### config.mk
export PLATFORM = sky130hd
export DESIGN_NAME = sp_unit_param
export DESIGN_NICKNAME = d
export VERILOG_FILES = /design/src/rtl/sp_pkg.sv /design/src/rtl/sp_bounds_check.sv /design/src/rtl/sp_unit_param.sv
export SDC_FILE = /design/constraint.sdc
export NUM_CORES = 1
export LEC_CHECK = 0
export CAP_MARGIN = 20
export CELL_PAD_IN_SITES_DETAIL_PLACEMENT = 0
export CELL_PAD_IN_SITES_GLOBAL_PLACEMENT = 1
export CORE_MARGIN = 4
export CORE_UTILIZATION = 38
export CTS_CLUSTER_DIAMETER = 150
export DETAILED_ROUTE_END_ITERATION = 6
export GPL_TIMING_DRIVEN = 0
export PLACE_DENSITY = 0.8
export SLEW_MARGIN = 15
export SYNTH_ARGS = -nofsm -noshare
export SYNTH_HDL_FRONTEND = slang
export SYNTH_HIERARCHICAL = 1
export SYNTH_SLANG_ARGS = --single-unit
### constraint.sdc
create_clock -name CLK -period 3.95 [get_ports CLK]
set_clock_uncertainty 0.1 [all_clocks]
set_input_delay 0.79 -clock CLK [delete_from_list [all_inputs] [get_ports CLK]]
set_output_delay 0.79 -clock CLK [all_outputs]
set_load 0.01 [all_outputs]
### src/rtl/sp_pkg.sv
// Shared definitions for the stack-pointer unit: op encodings and FSM states.
package sp_pkg;

    // Op encodings as they appear on the op port
    typedef enum logic [1:0] {
        SP_NOP   = 2'b00,
        SP_PUSH  = 2'b01,
        SP_POP   = 2'b10,
        SP_PUSH2 = 2'b11
    } sp_op_e;

    // Control FSM states
    typedef enum logic [1:0] {
        ST_IDLE    = 2'b00,
        ST_PUSH2_B = 2'b01,
        ST_PENDING = 2'b10
    } sp_state_e;

endpackage

### src/rtl/sp_bounds_check.sv
// Combinational stack-window fault detection for a candidate op.
// Only instantiated when SP_BOUNDS_CHECK_EN is defined.
module sp_bounds_check
    import sp_pkg::*;
#(
    parameter int unsigned       ADDR_W    = 32,
    parameter int unsigned       STEP      = 2,
    parameter logic [ADDR_W-1:0] SP_TOP    = ADDR_W'(32'h0000_0FFE),
    parameter logic [ADDR_W-1:0] SP_BOTTOM = ADDR_W'(32'h0000_0F00)
) (
    input  logic [ADDR_W-1:0] sp,
    input  logic [1:0]        op,
    output logic              overflow_fault,
    output logic              underflow_fault
);

    localparam logic [ADDR_W-1:0] STEP_W = ADDR_W'(STEP);

    logic [ADDR_W-1:0] sp_minus_step;

    // PUSH2 is judged on its second slot so both words fit or neither issues
    always_comb begin
        sp_minus_step   = sp - STEP_W;
        overflow_fault  = 1'b0;
        underflow_fault = 1'b0;
        case (op)
            SP_PUSH:  overflow_fault  = (sp < SP_BOTTOM);
            SP_PUSH2: overflow_fault  = (sp_minus_step < SP_BOTTOM);
            SP_POP:   underflow_fault = (sp >= SP_TOP);
            default:  ;
        endcase
    end

endmodule

### src/rtl/sp_unit_param.sv
// Speculative/architectural stack-pointer unit (full-descending stack).
// Optional feature macro: SP_BOUNDS_CHECK_EN enables window checks and
// sticky overflow/underflow flags; without it SP wraps freely.
module sp_unit_param
    import sp_pkg::*;
#(
    parameter int unsigned       ADDR_W    = 32,
    parameter int unsigned       STEP      = 2,
    parameter logic [ADDR_W-1:0] SP_TOP    = ADDR_W'(32'h0000_0FFE),
    parameter logic [ADDR_W-1:0] SP_BOTTOM = ADDR_W'(32'h0000_0F00)
) (
    input  logic              CLK,
    input  logic              Reset,
    input  logic              op_valid,
    input  logic [1:0]        op,
    output logic              op_ready,
    input  logic              commit,
    input  logic              flush,
    input  logic              flag_clr,
    output logic              addr_valid,
    output logic [ADDR_W-1:0] addr_out,
    output logic [ADDR_W-1:0] sp_arch,
    output logic [ADDR_W-1:0] sp_spec,
    output logic              overflow,
    output logic              underflow
);

    localparam logic [ADDR_W-1:0] STEP_W  = ADDR_W'(STEP);
    localparam logic [ADDR_W-1:0] STEP2_W = ADDR_W'(2 * STEP);

    sp_state_e         state_q, state_d;
    logic [ADDR_W-1:0] sp_arch_q, sp_arch_d;
    logic [ADDR_W-1:0] sp_spec_q, sp_spec_d;
    logic [ADDR_W-1:0] addr_q, addr_d;
    logic              addr_valid_q, addr_valid_d;
    logic [ADDR_W-1:0] base_sp;
    logic              accept;
    logic              overflow_fault, underflow_fault;
    logic              set_ovf, set_unf;

    // Ready in IDLE; in PENDING only a committing cycle may take a new op
    always_comb begin
        case (state_q)
            ST_IDLE:    op_ready = 1'b1;
            ST_PENDING: op_ready = commit;
            default:    op_ready = 1'b0;
        endcase
    end

    assign accept = op_valid & op_ready;

    // A new op builds on the committed value: the pending SP when it commits
    // this cycle, otherwise the architectural SP (also equal to spec in IDLE)
    assign base_sp = (state_q == ST_PENDING && commit && !flush) ? sp_spec_q : sp_arch_q;

`ifdef SP_BOUNDS_CHECK_EN
    logic ovf_q, ovf_d;
    logic unf_q, unf_d;

    sp_bounds_check #(
        .ADDR_W    (ADDR_W),
        .STEP      (STEP),
        .SP_TOP    (SP_TOP),
        .SP_BOTTOM (SP_BOTTOM)
    ) u_bounds_check (
        .sp              (base_sp),
        .op              (op),
        .overflow_fault  (overflow_fault),
        .underflow_fault (underflow_fault)
    );

    // Sticky flags: a fault in the same cycle as a clear keeps the flag set
    always_comb begin
        ovf_d = set_ovf | (ovf_q & ~flag_clr);
        unf_d = set_unf | (unf_q & ~flag_clr);
    end

    // Flag registers
    always_ff @(posedge CLK or posedge Reset) begin
        if (Reset) begin
            ovf_q <= 1'b0;
            unf_q <= 1'b0;
        end else begin
            ovf_q <= ovf_d;
            unf_q <= unf_d;
        end
    end

    assign overflow  = ovf_q;
    assign underflow = unf_q;
`else
    logic unused_cfg;

    assign overflow_fault  = 1'b0;
    assign underflow_fault = 1'b0;
    assign overflow        = 1'b0;
    assign underflow       = 1'b0;
    // Clear input and lower bound have no role without checking
    assign unused_cfg      = flag_clr ^ (^SP_BOTTOM) ^ set_ovf ^ set_unf;
`endif

    // Next-state: resolve PUSH2 second word / pending commit-flush, then new op
    always_comb begin
        state_d      = state_q;
        sp_arch_d    = sp_arch_q;
        sp_spec_d    = sp_spec_q;
        addr_d       = addr_q;
        addr_valid_d = 1'b0;
        set_ovf      = 1'b0;
        set_unf      = 1'b0;

        case (state_q)
            ST_PUSH2_B: begin
                // Second slot sits one step above the already-updated spec SP
                addr_d = sp_spec_q + STEP_W;
                if (flush) begin
                    sp_spec_d = sp_arch_q;
                    state_d   = ST_IDLE;
                end else begin
                    addr_valid_d = 1'b1;
                    state_d      = ST_PENDING;
                end
            end
            ST_PENDING: begin
                if (flush) begin
                    sp_spec_d = sp_arch_q;
                    state_d   = ST_IDLE;
                end else if (commit) begin
                    sp_arch_d = sp_spec_q;
                    state_d   = ST_IDLE;
                end
            end
            default: ;
        endcase

        if (accept && op != SP_NOP) begin
            if (overflow_fault) begin
                set_ovf = 1'b1;
            end else if (underflow_fault) begin
                set_unf = 1'b1;
            end else begin
                addr_valid_d = 1'b1;
                case (op)
                    SP_PUSH: begin
                        addr_d    = base_sp;
                        sp_spec_d = base_sp - STEP_W;
                        state_d   = ST_PENDING;
                    end
                    SP_POP: begin
                        addr_d    = base_sp + STEP_W;
                        sp_spec_d = base_sp + STEP_W;
                        state_d   = ST_PENDING;
                    end
                    default: begin
                        addr_d    = base_sp;
                        sp_spec_d = base_sp - STEP2_W;
                        state_d   = ST_PUSH2_B;
                    end
                endcase
            end
        end
    end

    // State and datapath registers
    always_ff @(posedge CLK or posedge Reset) begin
        if (Reset) begin
            state_q      <= ST_IDLE;
            sp_arch_q    <= SP_TOP;
            sp_spec_q    <= SP_TOP;
            addr_q       <= '0;
            addr_valid_q <= 1'b0;
        end else begin
            state_q      <= state_d;
            sp_arch_q    <= sp_arch_d;
            sp_spec_q    <= sp_spec_d;
            addr_q       <= addr_d;
            addr_valid_q <= addr_valid_d;
        end
    end

    assign addr_valid = addr_valid_q;
    assign addr_out   = addr_q;
    assign sp_arch    = sp_arch_q;
    assign sp_spec    = sp_spec_q;

endmodule
==> impl_metrics.toml, run 1 <==
[run_status]
result_of_the_run = "completed"

[place]
port_buffers = 104
detailed_place_hpwl_mm = 28.1
placement.setup.worst_slack_ps = -2340
last_weighted_congestion_value_of_the_routability_driven_placer = 1.02
placed_area_um2 = 9900

[critical_path]
crit_path_largest_cell_delay_ps = 570
timing_worst_setup_path_type = "flip-flop to flip-flop"
crit-reg2reg-capture = "sp_spec[30]$_DFFE_PP0P_"
worst_path_dominant_cell_family = "simple AND/OR/NAND/NOR gates"
worstRegToRegCells = 14
critical_path.most_common_cell = "sky130_fd_sc_hd__a221oi_2"
worst_setup_path_start_kind = "flip-flop"
crit_path_top_delay_cell = "sky130_fd_sc_hd__or4_4"
worst-r2r-setup-slack_ps = 40
critPathArrivalTime_ps = 4010
timing.critical_path.fanout_max = 8
critical_path_required_ps = 4050
worst_r2r_startpoint = "state_q[0]$_DFFE_PP0P_"
cp_cell_sequence = "inv_2 -> ha_4 -> nand3b_4 -> buf_12 -> mux2i_4 -> ha_2 -> buf_8 -> or4b_4 -> or4_4 -> a22oi_4 -> nand4_1 -> xnor2_2 -> a221oi_2 -> a221oi_2"
critPathBufInv = 3
timing.critical_path.to_type = "flip-flop"

[timing]
postLayoutSetupSlackWorst_ps = 44.7
timing.max_slew.rel_slack = 0.258
drv_slew = 0
timing_hold_violations_final = 0
final.setup.tns_ps = 0
worst_pin_slew_ps = 1110
fin_crit_sh = 0.989
period_needed_ps = 3910
setup-violations-final = 0
fmax_ghz = 0.256
rsz0062_at_grt = "true"

[cells_and_area]
finalNetCount = 1197
area_delta_synth_final_pct = 24.7
utilization = 0.481
drive_above_1_share = 0.119
final_cell_area_um2 = 10500

[yosys]
synth.avg_cell_area_um2 = 8.06
synthFlopType = "sky130_fd_sc_hd__dfrtp_1"
synthesis.yosys.warnings = 6
synth-seq-area-share = 0.298
synthDominantAreaCellType = "sky130_fd_sc_hd__dfrtp_1"
synthArstFlopShare = 1.00
synth_top_area_frac = 0.229
yosys_cell_types = 83
number_of_synthesized_flops_with_an_enable_pin = 0
netlist_area_um2 = 8410
yosys_register_bits = 99
synthCells = 1044
synth.top_cells.by_area = "sky130_fd_sc_hd__dfrtp_1 23%, sky130_fd_sc_hd__xnor2_1 10%, sky130_fd_sc_hd__dfstp_2 6.9%"

[drt]
dr_total_vias = 9370
firstDrtPassIters = 5
detail-route-antenna-nets = 0
drt-total-wl_mm = 40.1
wl_per_cell_um = 27.4
route.detailed.drc = 0
dr_vias_cell = 6.40
count_of_routing_violations_after_the_opening_detailed_route_iteration = 1295

[clocking]
tritoncts = "done"
numCtsBuffers = 9
cts_root_cell = "sky130_fd_sc_hd__clkbuf_16"
h-tree-depth = 3
clock_sink_count = 99
cts_max_path_buffers = 2
cts-hold-fix-buffers = 0
insertion_delay_ps = 370
clk_transition_reported_paths_ps = 80

[floorplan]
pin_count = 108
die_height_um = 157
initial_core_util = 0.386
core_area_um2 = 21800
die_area_um2 = 24600
die-width_um = 157
num_rows = 54

[hold_path]
min_from = "sp_arch[0]$_DFFE_PP0P_"
worstHoldPathCells = 2
holdCritPathClass = "flip-flop to flip-flop"
hold_path_end = "sp_arch[0]$_DFFE_PP0P_"

[job]
number_of_maximum_capacitance_constraint_violations = 0

[global_routing]
grt.total_usage = 0.321
first_global_vias = 8819
grt_start_max_net_pins = 53
grt_pass1_wl_mm = 58.8
grt_antenna_before_repair = 0
congestion_overflow_gr = 0

[pwr]
vdd.ir_drop.worst_mv = 0.360
power.leakage_nw = 3.92
power_per_cell_area_nw_per_um2 = 855
[registers in the layout (all words and copies together), names as in the netlist]
| register | flops |
|---|---|
| addr_valid | 1 |
| sp_spec | 32 |
| sp_arch | 32 |
| addr_out | 32 |
| state_q | 2 |
[cell usage in the layout (no fill, tap or decap), drive strengths merged, types with 5 or more instances in the layout]
cell / n
a211o: 11
a211oi: 7
a21o: 9
a21oi: 48
a221oi: 21
a22o: 6
a22oi: 5
a31oi: 11
and3: 10
buf: 48
clkbuf: 73
clkdlybuf4s50: 102
dfrtp: 77
dfstp: 22
ha: 12
inv: 33
mux2: 6
mux2i: 45
nand2: 131
nand3: 66
nand4: 19
nor2: 67
nor3: 42
nor4: 24
o211ai: 22
o21ai: 55
o32ai: 5
or3: 15
or4: 5
xnor2: 97
xor2: 25
[worst max path at each step]
stage / from / to / slack, ps / cells after the start
floorplan: flush / sp_spec[26]$_DFFE_PP0P_ / -30 / 14
global placement: flush / sp_spec[19]$_DFFE_PP0P_ / -2450 / 13
detailed placement: flush / sp_spec[19]$_DFFE_PP0P_ / -2340 / 13
CTS: commit / sp_spec[26]$_DFFE_PP0P_ / -5 / 14
global route: state_q[0]$_DFFE_PP0P_ / sp_spec[30]$_DFFE_PP0P_ / -50 / 14
finish: state_q[0]$_DFFE_PP0P_ / sp_spec[30]$_DFFE_PP0P_ / 40 / 14
[routing by layer]
metal,track usage,share of wire,vias up
li1,-,-,4018
met1,0.453,0.41,4542
met2,0.469,0.43,664
met3,0.0553,0.10,146
met4,0.169,0.057,0
met5,0,0,-
[power by group]
| group | internal [W] | switching (W) | total [W] |
|---|---|---|---|
| combinational | 0.00240 | 0.00341 | 0.00581 |
| sequential | 0.00159 | 0.000621 | 0.00221 |
| clock | 0.000511 | 0.000450 | 0.000961 |
[cells in the mapped netlist, drive strengths merged, types with 4 or more instances]
library cell	instances
nand3	66
a21o	9
and2	4
nand2	131
dfrtp	77
ha	12
a31oi	11
nor2	67
a22oi	5
xor2	25
a21oi	48
o221ai	4
inv	33
a221oi	21
clkbuf	61
buf	29
a211o	11
o32ai	5
o21ai	55
mux2i	45
a211oi	7
xnor2	97
or4	5
o211ai	22
or3	15
nand4	19
and3	10
mux2	6
a22o	6
nor3	42
dfstp	22
nor4	24
[layout make-up]
cell class / instances / area [um^2]
fillers: 2179 / 11300
multi-input cells: 822 / 5560
flip-flops and latches: 99 / 2500
repair buffers: 124 / 1200
plain buffers: 87 / 443
well taps: 280 / 350
clock buffers: 12 / 246
inverters: 34 / 133
clock inverters: 4 / 52.6
diodes: 1 / 2.50
[stage by stage]
stage          cells  hold WS, ps  total power (W)
2_1_floorplan   1045          379          0.00531
3_3_place_gp    1429          399          0.00763
3_5_place_dp    1430          411          0.00766
4_1_cts         1453          429          0.00876
5_1_grt         1462          466          0.00939
6_report        1463          428          0.00898
[cell families (layout without fill, tap and decap cells)]
family / count (synthesis) / after routing / synth area share
fa+ha+maj: 12 / 12 / 0.0178
xor+xnor: 122 / 122 / 0.127
flops: 99 / 99 / 0.298
simple gates: 405 / 405 / 0.238
other cells: 1 / 3 / 0.000446
compound gates: 230 / 230 / 0.194
buf+inv: 124 / 261 / 0.0631
mux: 51 / 51 / 0.0620
[what timing repair did]
item                                    in CTS  in global routing
endpoints found under the setup margin      51                 21
resized for setup                           30                 14
pin swaps                                    2                  8
buffers inserted                             9                 10
[worst reg2reg max path, stage by stage (launching register included)]
cell and delay, ps:
sky130_fd_sc_hd__dfrtp_1 390, sky130_fd_sc_hd__inv_2 70, sky130_fd_sc_hd__ha_4 180, sky130_fd_sc_hd__nand3b_4 120, sky130_fd_sc_hd__buf_12 150, sky130_fd_sc_hd__mux2i_4 230, sky130_fd_sc_hd__ha_2 210, sky130_fd_sc_hd__buf_8 130
sky130_fd_sc_hd__or4b_4 460, sky130_fd_sc_hd__or4_4 570, sky130_fd_sc_hd__a22oi_4 380, sky130_fd_sc_hd__nand4_1 210, sky130_fd_sc_hd__xnor2_2 190, sky130_fd_sc_hd__a221oi_2 290, sky130_fd_sc_hd__a221oi_2 60
No activity file was read; power rests on OpenSTA's default activity.
==> run 2: changes to the inputs <==
--- a/config.mk
+++ b/config.mk
@@ -14,6 +14,7 @@
 export DETAILED_ROUTE_END_ITERATION = 6
 export GPL_TIMING_DRIVEN = 0
 export PLACE_DENSITY = 0.8
+export SETUP_SLACK_MARGIN = 0.1
 export SLEW_MARGIN = 15
 export SYNTH_ARGS = -nofsm -noshare
 export SYNTH_HDL_FRONTEND = slang
==> impl_metrics.toml, run 2 (synthesized netlist as in run 1, its figures left out) <==
[clocking]
cts_root_cell = "sky130_fd_sc_hd__clkbuf_16"
h-tree-depth = 3
numCtsBuffers = 9
cts_max_path_buffers = 2
cts-hold-fix-buffers = 0
clk_transition_reported_paths_ps = 80
insertion_delay_ps = 360
clock_sink_count = 99
tritoncts = "done"

[timing]
timing_hold_violations_final = 0
fin_crit_sh = 0.978
rsz0062_at_grt = "true"
worst_pin_slew_ps = 1120
setup-violations-final = 0
timing.max_slew.rel_slack = 0.255
final.setup.tns_ps = 0
drv_slew = 0
postLayoutSetupSlackWorst_ps = 87.1
fmax_ghz = 0.259
period_needed_ps = 3860

[drt]
dr_total_vias = 9394
firstDrtPassIters = 6
detail-route-antenna-nets = 0
dr_vias_cell = 6.37
wl_per_cell_um = 27.5
count_of_routing_violations_after_the_opening_detailed_route_iteration = 1256
route.detailed.drc = 0
drt-total-wl_mm = 40.5

[critical_path]
worst_setup_path_endpoint = "sp_spec[19]$_DFFE_PP0P_"
critPathArrivalTime_ps = 3940
critical_path_required_ps = 4020
timing.critical_path.fanout_max = 10
timing_worst_setup_path_type = "flip-flop to flip-flop"
worstSetupStartpoint = "state_q[1]$_DFFE_PP0P_"
timing.critical_path.to_type = "flip-flop"
worst_setup_path_start_kind = "flip-flop"
worstRegToRegCells = 14
worst-r2r-setup-slack_ps = 90
crit-reg2reg-capture = "sp_spec[19]$_DFFE_PP0P_"
worst_r2r_startpoint = "state_q[1]$_DFFE_PP0P_"

[place]
last_weighted_congestion_value_of_the_routability_driven_placer = 1.03
placement.setup.worst_slack_ps = -1910
port_buffers = 104
detailed_place_hpwl_mm = 28.0
placed_area_um2 = 9910

[floorplan]
die_area_um2 = 24600
pin_count = 108
die_height_um = 157
initial_core_util = 0.386
die-width_um = 157
core_area_um2 = 21800
num_rows = 54

[job]
number_of_maximum_capacitance_constraint_violations = 0

[hold_path]
holdCritPathClass = "flip-flop to flip-flop"

[pwr]
power.leakage_nw = 4.01
switching_share = 0.492
power.internal_w = 0.00466
power_per_cell_area_nw_per_um2 = 859
vdd.ir_drop.worst_mv = 0.412
power.switching_w = 0.00452
power.sequential.fraction = 0.241
design_power_total_w = 0.00918
logic_gate_share_of_total_power = 0.641
power.clock.fraction = 0.118

[cells_and_area]
drive_above_1_share = 0.135
fillerInstances = 2125
layout.cells.most_common = "sky130_fd_sc_hd__nand2_1"
area_delta_synth_final_pct = 27.0
final-seq-area_um2 = 2500
final_cell_area_um2 = 10700
mostFrequentLayoutCells = "131 x sky130_fd_sc_hd__nand2_1, 102 x sky130_fd_sc_hd__clkdlybuf4s50_1, 97 x sky130_fd_sc_hd__xnor2_1, 77 x sky130_fd_sc_hd__dfrtp_1, 65 x sky130_fd_sc_hd__nor2_1"
finalNetCount = 1209
antenna_cells = 0
area_taken_by_multi_input_logic_gates_um2 = 5610

[global_routing]
congestion_overflow_gr = 0
grt.total_usage = 0.326
grt_pass1_wl_mm = 59.8
grt_start_max_net_pins = 54
grt_antenna_before_repair = 0
first_global_vias = 9126

[run_status]
result_of_the_run = "completed"
## run 2: changes by cell type in the layout (fill, tap and decap cells not counted), moves of 2 or more
cell,delta
sky130_fd_sc_hd__a221oi_1,-2
sky130_fd_sc_hd__a221oi_2,+2
sky130_fd_sc_hd__buf_4,+10
sky130_fd_sc_hd__bufinv_16,+2
sky130_fd_sc_hd__clkinvlp_4,-2
## run 2: worst min-delay path by stage
stage,from,to,cells after the start
floorplan,state_q[0]$_DFFE_PP0P_,state_q[0]$_DFFE_PP0P_,1
global placement,state_q[0]$_DFFE_PP0P_,state_q[0]$_DFFE_PP0P_,1
detailed placement,state_q[0]$_DFFE_PP0P_,state_q[0]$_DFFE_PP0P_,1
CTS,addr_out[3]$_DFFE_PP0P_,addr_out[3]$_DFFE_PP0P_,2
global route,addr_out[3]$_DFFE_PP0P_,addr_out[3]$_DFFE_PP0P_,2
finish,sp_arch[0]$_DFFE_PP0P_,sp_arch[0]$_DFFE_PP0P_,2
## run 2: power groups by stage
stage	sequential, W	combinational [W]	clock (W)
2_1_floorplan	0.00222	0.00310	0
3_3_place_gp	0.00219	0.00544	0
3_5_place_dp	0.00219	0.00548	0
4_1_cts	0.00219	0.00569	0.00108
5_1_grt	0.00227	0.00624	0.00113
6_report	0.00221	0.00589	0.00108
## run 2: layout make-up
class,count,share of cell area
Tap cell,280,0.0328
Sequential cell,99,0.234
Clock buffer,12,0.0231
Buffer,89,0.0432
Timing Repair Buffer,134,0.120
Multi-Input combinational cell,822,0.525
Inverter,34,0.0128
Clock inverter,4,0.00925
## run 2: per-stage QoR
| stage | utilization | hold WS, ps | cells |
|---|---|---|---|
| after detailed placement | 0.454 | 410 | 1430 |
| after CTS | 0.484 | 448 | 1466 |
| final | 0.490 | 444 | 1474 |
| after global placement | 0.453 | 397 | 1429 |
| after floorplan | - | 379 | 1045 |
| after global routing | 0.490 | 472 | 1474 |
## run 2: timing repair
item	in CTS	in global routing
gates resized for setup	40	20
pin swaps	9	12
setup buffers	20	9
endpoints found under the setup margin	52	38
## run 2: layer usage
metal | track usage | wire, um | part of all wire | up-vias
li1 | - | - | - | 4038
met1 | 0.450 | 16600 | 0.41 | 4535
met2 | 0.486 | 17200 | 0.43 | 668
met3 | 0.0780 | 4690 | 0.12 | 151
met4 | 0.143 | 1950 | 0.048 | 2
met5 | 0 | 46 | 0.0011 | -
## run 2: critical path, cell delays in order (launching register included)
cell	delay (ps)
sky130_fd_sc_hd__dfrtp_1	420
sky130_fd_sc_hd__ha_4	180
sky130_fd_sc_hd__nand3b_4	100
sky130_fd_sc_hd__buf_4	130
sky130_fd_sc_hd__buf_12	160
sky130_fd_sc_hd__mux2i_4	340
sky130_fd_sc_hd__clkbuf_8	200
sky130_fd_sc_hd__ha_2	240
sky130_fd_sc_hd__or3b_2	540
sky130_fd_sc_hd__nor2_4	150
sky130_fd_sc_hd__a22oi_2	150
sky130_fd_sc_hd__a2111oi_4	360
sky130_fd_sc_hd__xnor2_1	130
sky130_fd_sc_hd__a221oi_1	360
sky130_fd_sc_hd__a221oi_1	90
==> run 3: changes to the inputs <==
--- a/config.mk
+++ b/config.mk
@@ -5,7 +5,7 @@
 export SDC_FILE = /design/constraint.sdc
 export NUM_CORES = 1
 export LEC_CHECK = 0
-export CAP_MARGIN = 20
+export CAP_MARGIN = 10
 export CELL_PAD_IN_SITES_DETAIL_PLACEMENT = 0
 export CELL_PAD_IN_SITES_GLOBAL_PLACEMENT = 1
 export CORE_MARGIN = 4
==> results of run 3 <==
No change in the layout: final DEF, timing and power equal those of run 2.
==> patch 1 (config.mk and constraints of run 1) <==
Set the parameter `ADDR_W` to 40 (it was 32).
--- a/src/rtl/sp_unit_param.sv
+++ b/src/rtl/sp_unit_param.sv
@@ -4,7 +4,7 @@
 module sp_unit_param
     import sp_pkg::*;
 #(
-    parameter int unsigned       ADDR_W    = 32,
+    parameter int unsigned       ADDR_W    = 40,
     parameter int unsigned       STEP      = 2,
     parameter logic [ADDR_W-1:0] SP_TOP    = ADDR_W'(32'h0000_0FFE),
     parameter logic [ADDR_W-1:0] SP_BOTTOM = ADDR_W'(32'h0000_0F00)
Ports: changed (resized addr_out, sp_arch and sp_spec); port bits go from 108 to 132. No check against the original RTL was run, so the function may have changed too.
==> patch 1 against run 1 <==
The run now ends with DRC, setup timing left. Design area rose by 28%. Sequential cell count rose by 24. Sequential share of layout area fell by 0.80 points. Setup slack got worse by 0.12 ns. Power rose by 36%. Area after synthesis rose by 24%. Routed wire length rose by 46%. Sequential power rose by 28%. Global-route usage rose by 5.3 points. Highest routed layer unchanged.
==> patch 1: results (changes against run 1) <==
metric,value,unit,change
status,"finished, violations left",,
violated checks,"DRC, setup timing",,
initial antenna violation count,2,,+2
hold_sp,addr_out[11],,
WL met1,24300,um,+46%
DRT Wirelength,58700,um,+46%
Nets,1502,,+25%
maximum vdd ir drop,0.471,mV,+31%
Detail Placement HPWL,42400,um,+51%
Yosys cell types,86,,+3.6%
layout cell share with drive strength beyond 1,13.6,%,+1.6 points
DRC errors left,13,,+13
Total Routing Usage GR,37.5,%,+5.3 points
max_slew headroom,20.8,%,-5.0 points
multiplexer share of the synthesized area,6.77,%,+0.57 points
first-pass GRT wire length,83100,um,+41%
PortBufs,128,,+23%
critical path peak fanout,10,,+2
worst r2r path cells,13,,-1
Num CTS Buffers,17,,+8
vias in the first global route,11400,,+29%
CP arrival,4.19,ns,+0.18 ns
Worst Hold Endpoint,addr_out[11],,
Post-synth top cells,"147 x nand2_1, 124 x xnor2_1, 101 x dfrtp_1, 88 x nor2_1, 76 x clkbuf_1",,
setup slack after layout,-0.0743,ns,-0.119 ns
Vias per Instance,6.62,,+3.3%
"Seq/Total Area, Yosys",29.7,%,about the same
Filler cells,2731,,+25%
Final Setup Violations,6,,+6
==> patch 1: changes by cell type in the layout (fill, tap and decap cells not counted), moves of 18 or more <==
cell / change
o21ai_1: +18
nand4_1: +22
xnor2_1: +20
dfrtp_1: +24
a21oi_1: +24
clkdlybuf4s50_1: +24
==> patch 1: final cells by class <==
class                           instances  area share [%]
Buffer                                104            3.88
Timing Repair Buffer                  153            11.4
Multi-Input combinational cell       1031            52.4
Clock buffer                           18            3.19
Clock inverter                         14            1.39
Tap cell                              341            3.17
Sequential cell                       123            23.1
Inverter                               52            1.48
==> patch 1: cell families (layout without fill, tap and decap cells) <==
logic type,Yosys count,after routing
flip-flops,123,123
other,1,2
AND/OR/NAND/NOR,504,504
AO/OA/AOI/OAI,304,305
buffers and inverters,158,341
XOR/XNOR,141,141
multiplexers,67,67
adder cells (fa/ha/maj),12,12
==> patch 1: worst max-delay path by stage <==
stage / end / cells past startpoint
6_report: sp_spec[39] / 9
5_1_grt: sp_spec[39] / 9
4_1_cts: addr_out[24] / 18
3_5_place_dp: sp_spec[29] / 16
3_3_place_gp: sp_spec[29] / 16
2_1_floorplan: sp_spec[29] / 15
==> patch 1: per-stage QoR <==
stage / setup WS [ns] / instance area (um^2) / instances / hold slack (ns)
finish: -0.0743 / 13500 / 1836 / 0.425
global route: -0.0467 / 13500 / 1836 / 0.452
CTS: -0.0125 / 13300 / 1830 / 0.418
detailed placement: -2.39 / 12300 / 1784 / 0.404
global placement: -2.43 / 12200 / 1780 / 0.394
floorplan: -0.0137 / 10500 / 1311 / 0.379
==> patch 1: critical path, cell delays in order <==
cell,delay [ns]
clkdlybuf4s50_1,0.49
inv_1,0.07
ha_1,0.23
nand3b_1,0.78
nor2_2,0.64
clkbuf_1,0.80
nand3_1,0.18
nand3_1,0.14
a32oi_1,0.06
==> patch 1: timing repair <==
action                     CTS  global route
setup endpoints to repair   76            57
resized for setup           69            32
buffers inserted            13             6
pin swaps                   11            10
gates cloned                 1             0
==> patch 1: routing by layer <==
metal  up-vias  GRT usage, %
li1       5111             -
met5         -             0
met4         0          14.4
met1      5841          52.5
met3       211          12.8
met2       983          53.2
==> patch 1: power breakdown <==
group	internal, mW	total, mW	switching (mW)	leakage [nW]
Clock	1.01	1.75	0.734	0.292
Sequential	1.94	2.83	0.887	1.49
Combinational	2.91	7.63	4.73	3.40
Total	5.86	12.2	6.35	5.18
==> patch 2 (flow settings as in run 1) <==
Without the edit above. Encoding of `sp_state_e`: now one-hot (3 bits for 3 states).
--- a/src/rtl/sp_pkg.sv
+++ b/src/rtl/sp_pkg.sv
@@ -10,10 +10,10 @@
     } sp_op_e;
 
     // Control FSM states
-    typedef enum logic [1:0] {
-        ST_IDLE    = 2'b00,
-        ST_PUSH2_B = 2'b01,
-        ST_PENDING = 2'b10
+    typedef enum logic [2:0] {
+        ST_IDLE    = 3'b001,
+        ST_PUSH2_B = 3'b010,
+        ST_PENDING = 3'b100
     } sp_state_e;
 
 endpackage
Function: no difference found for any inputs over 4 cycles, from zero or initial values and one cycle with Reset high; so few cycles prove little.
==> patch 2 against run 1 <==
Sequential cell count rose by 1. Critical path depth fell by 6. Highest routed layer is now met5. Power fell by 17%. Routed wire length fell by 3.2%. Sequential power fell by 9%. Critical path type unchanged. Count of clock-buffer cells in the layout fell by 2. Setup slack got worse by 0.038 ns. Design area rose by 2.1%. Area after synthesis fell by 1.1%. Synthesized cell count fell by 4.4%.
==> patch 2: results (changes against run 1) <==
metric,value,unit,change
met3 Use GR,8.02,%,+2.5 points
Slew @ Worst Pin,1.13,ns,+0.0143 ns
critical path peak fanout,10,,+2
Total Routing Usage GR,31.4,%,-0.75 points
Clock buf/inv share,2.64,%,-0.21 points
met2 Use GR,46.3,%,-0.64 points
Antenna Cells,0,,-1
DRT iter0 DRCs,1266,,-2.2%
Post-synth top cells,"106 x xnor2_1, 77 x dfrtp_1, 77 x nor2_1, 69 x nand2_1, 65 x a21oi_1",,
global-route met1 utilization,43.8,%,-1.5 points
ranking of synthesized cells by area,"dfrtp_1 23%, xnor2_1 11%, dfstp_2 7.3%",,
multi-input logic cell count,773,,-6.0%
WL met3,4560,um,+10%
bufs w/o clock,231,,+9.5%
Worst R2R Start,state_q[1],,
clock sink total,100,,+1.0%
smallest hold slack,0.399,ns,-0.0291 ns
Yosys cell types,82,,-1.2%
layout cell share with drive strength beyond 1,15.5,%,+3.6 points
Filler cells,2028,,-6.9%
Vias per Instance,6.38,,-0.33%
Data buffer area share,17.4,%,+1.7 points
Critical R2R Capture,sp_spec[20],,
maximum vdd ir drop,0.451,mV,+25%
Pre-antenna DRT Iters,6,,+1
Leak,4.07,nW,+4.0%
initial antenna violation count,1,,+1
status,completed,,
gpl congestion,1.00,,-2.1%
max layer used,met5,,
hold_sp,addr_out[1],,
area of the multi-input gates,5540,um^2,-0.43%
R2R setup slack,0.007,ns,-0.04 ns
register area,2530,um^2,+1.0%
invs w/o clock,41,,+21%
Place WS,-1.82,ns,+0.515 ns
CLK BUF,10,,-2
Detail Placement HPWL,26800,um,-4.5%
==> patch 2: where the power goes <==
| group | leakage (nW) | internal, mW | switching, mW | total, mW |
|---|---|---|---|---|
| sequential | 1.24 | 1.50 | 0.522 | 2.02 |
| clock | 0.132 | 0.486 | 0.430 | 0.916 |
| combinational | 2.70 | 1.96 | 2.58 | 4.54 |
| total | 4.07 | 3.94 | 3.54 | 7.48 |
==> patch 2: through the flow <==
step / TNS [ns] / area [um^2] / utilization [%] / std cells
finish: 0 / 10700 / 50.4 / 1435
global route: -0.0681 / 10700 / 50.4 / 1435
CTS: -0.483 / 10500 / 49.2 / 1417
detailed placement: -69.69 / 9840 / 46.2 / 1378
global placement: -176.58 / 9810 / 46.1 / 1377
floorplan: -3.46 / 8430 / - / 999
==> patch 2: logic make-up (layout without fill, tap and decap cells) <==
group / after synthesis / after routing / share of synthesized area [%]
AOI/OAI and AO/OA: 233 / 233 / 18.8
other: 1 / 2 / 0.0451
muxes: 49 / 49 / 6.69
and+or+nand+nor: 352 / 352 / 22.6
adders and majority gates: 9 / 9 / 1.35
buffers and inverters: 126 / 287 / 6.68
DFF: 100 / 100 / 30.4
xor gates and xnor gates: 128 / 128 / 13.5
==> patch 2: worst max path at each step <==
stage / slack [ns] / start / to
after floorplan: -0.34 / flush / sp_spec[18]
after global placement: -1.89 / commit / addr_out[28]
after detailed placement: -1.82 / commit / addr_out[28]
after CTS: -0.12 / flush / sp_spec[28]
after global routing: -0.06 / flush / sp_spec[28]
final: 0.007 / state_q[1] / sp_spec[20]
==> patch 2: worst max-delay path, cell delays in order, from the launching register on <==
cell and delay (ns):
dfrtp_1 0.46, clkbuf_1 0.34, clkbuf_1 0.46, a21oi_1 0.34
nand3b_1 0.34, nor2_2 0.66, clkbuf_1 0.73, o221ai_1 0.26
o221ai_2 0.14
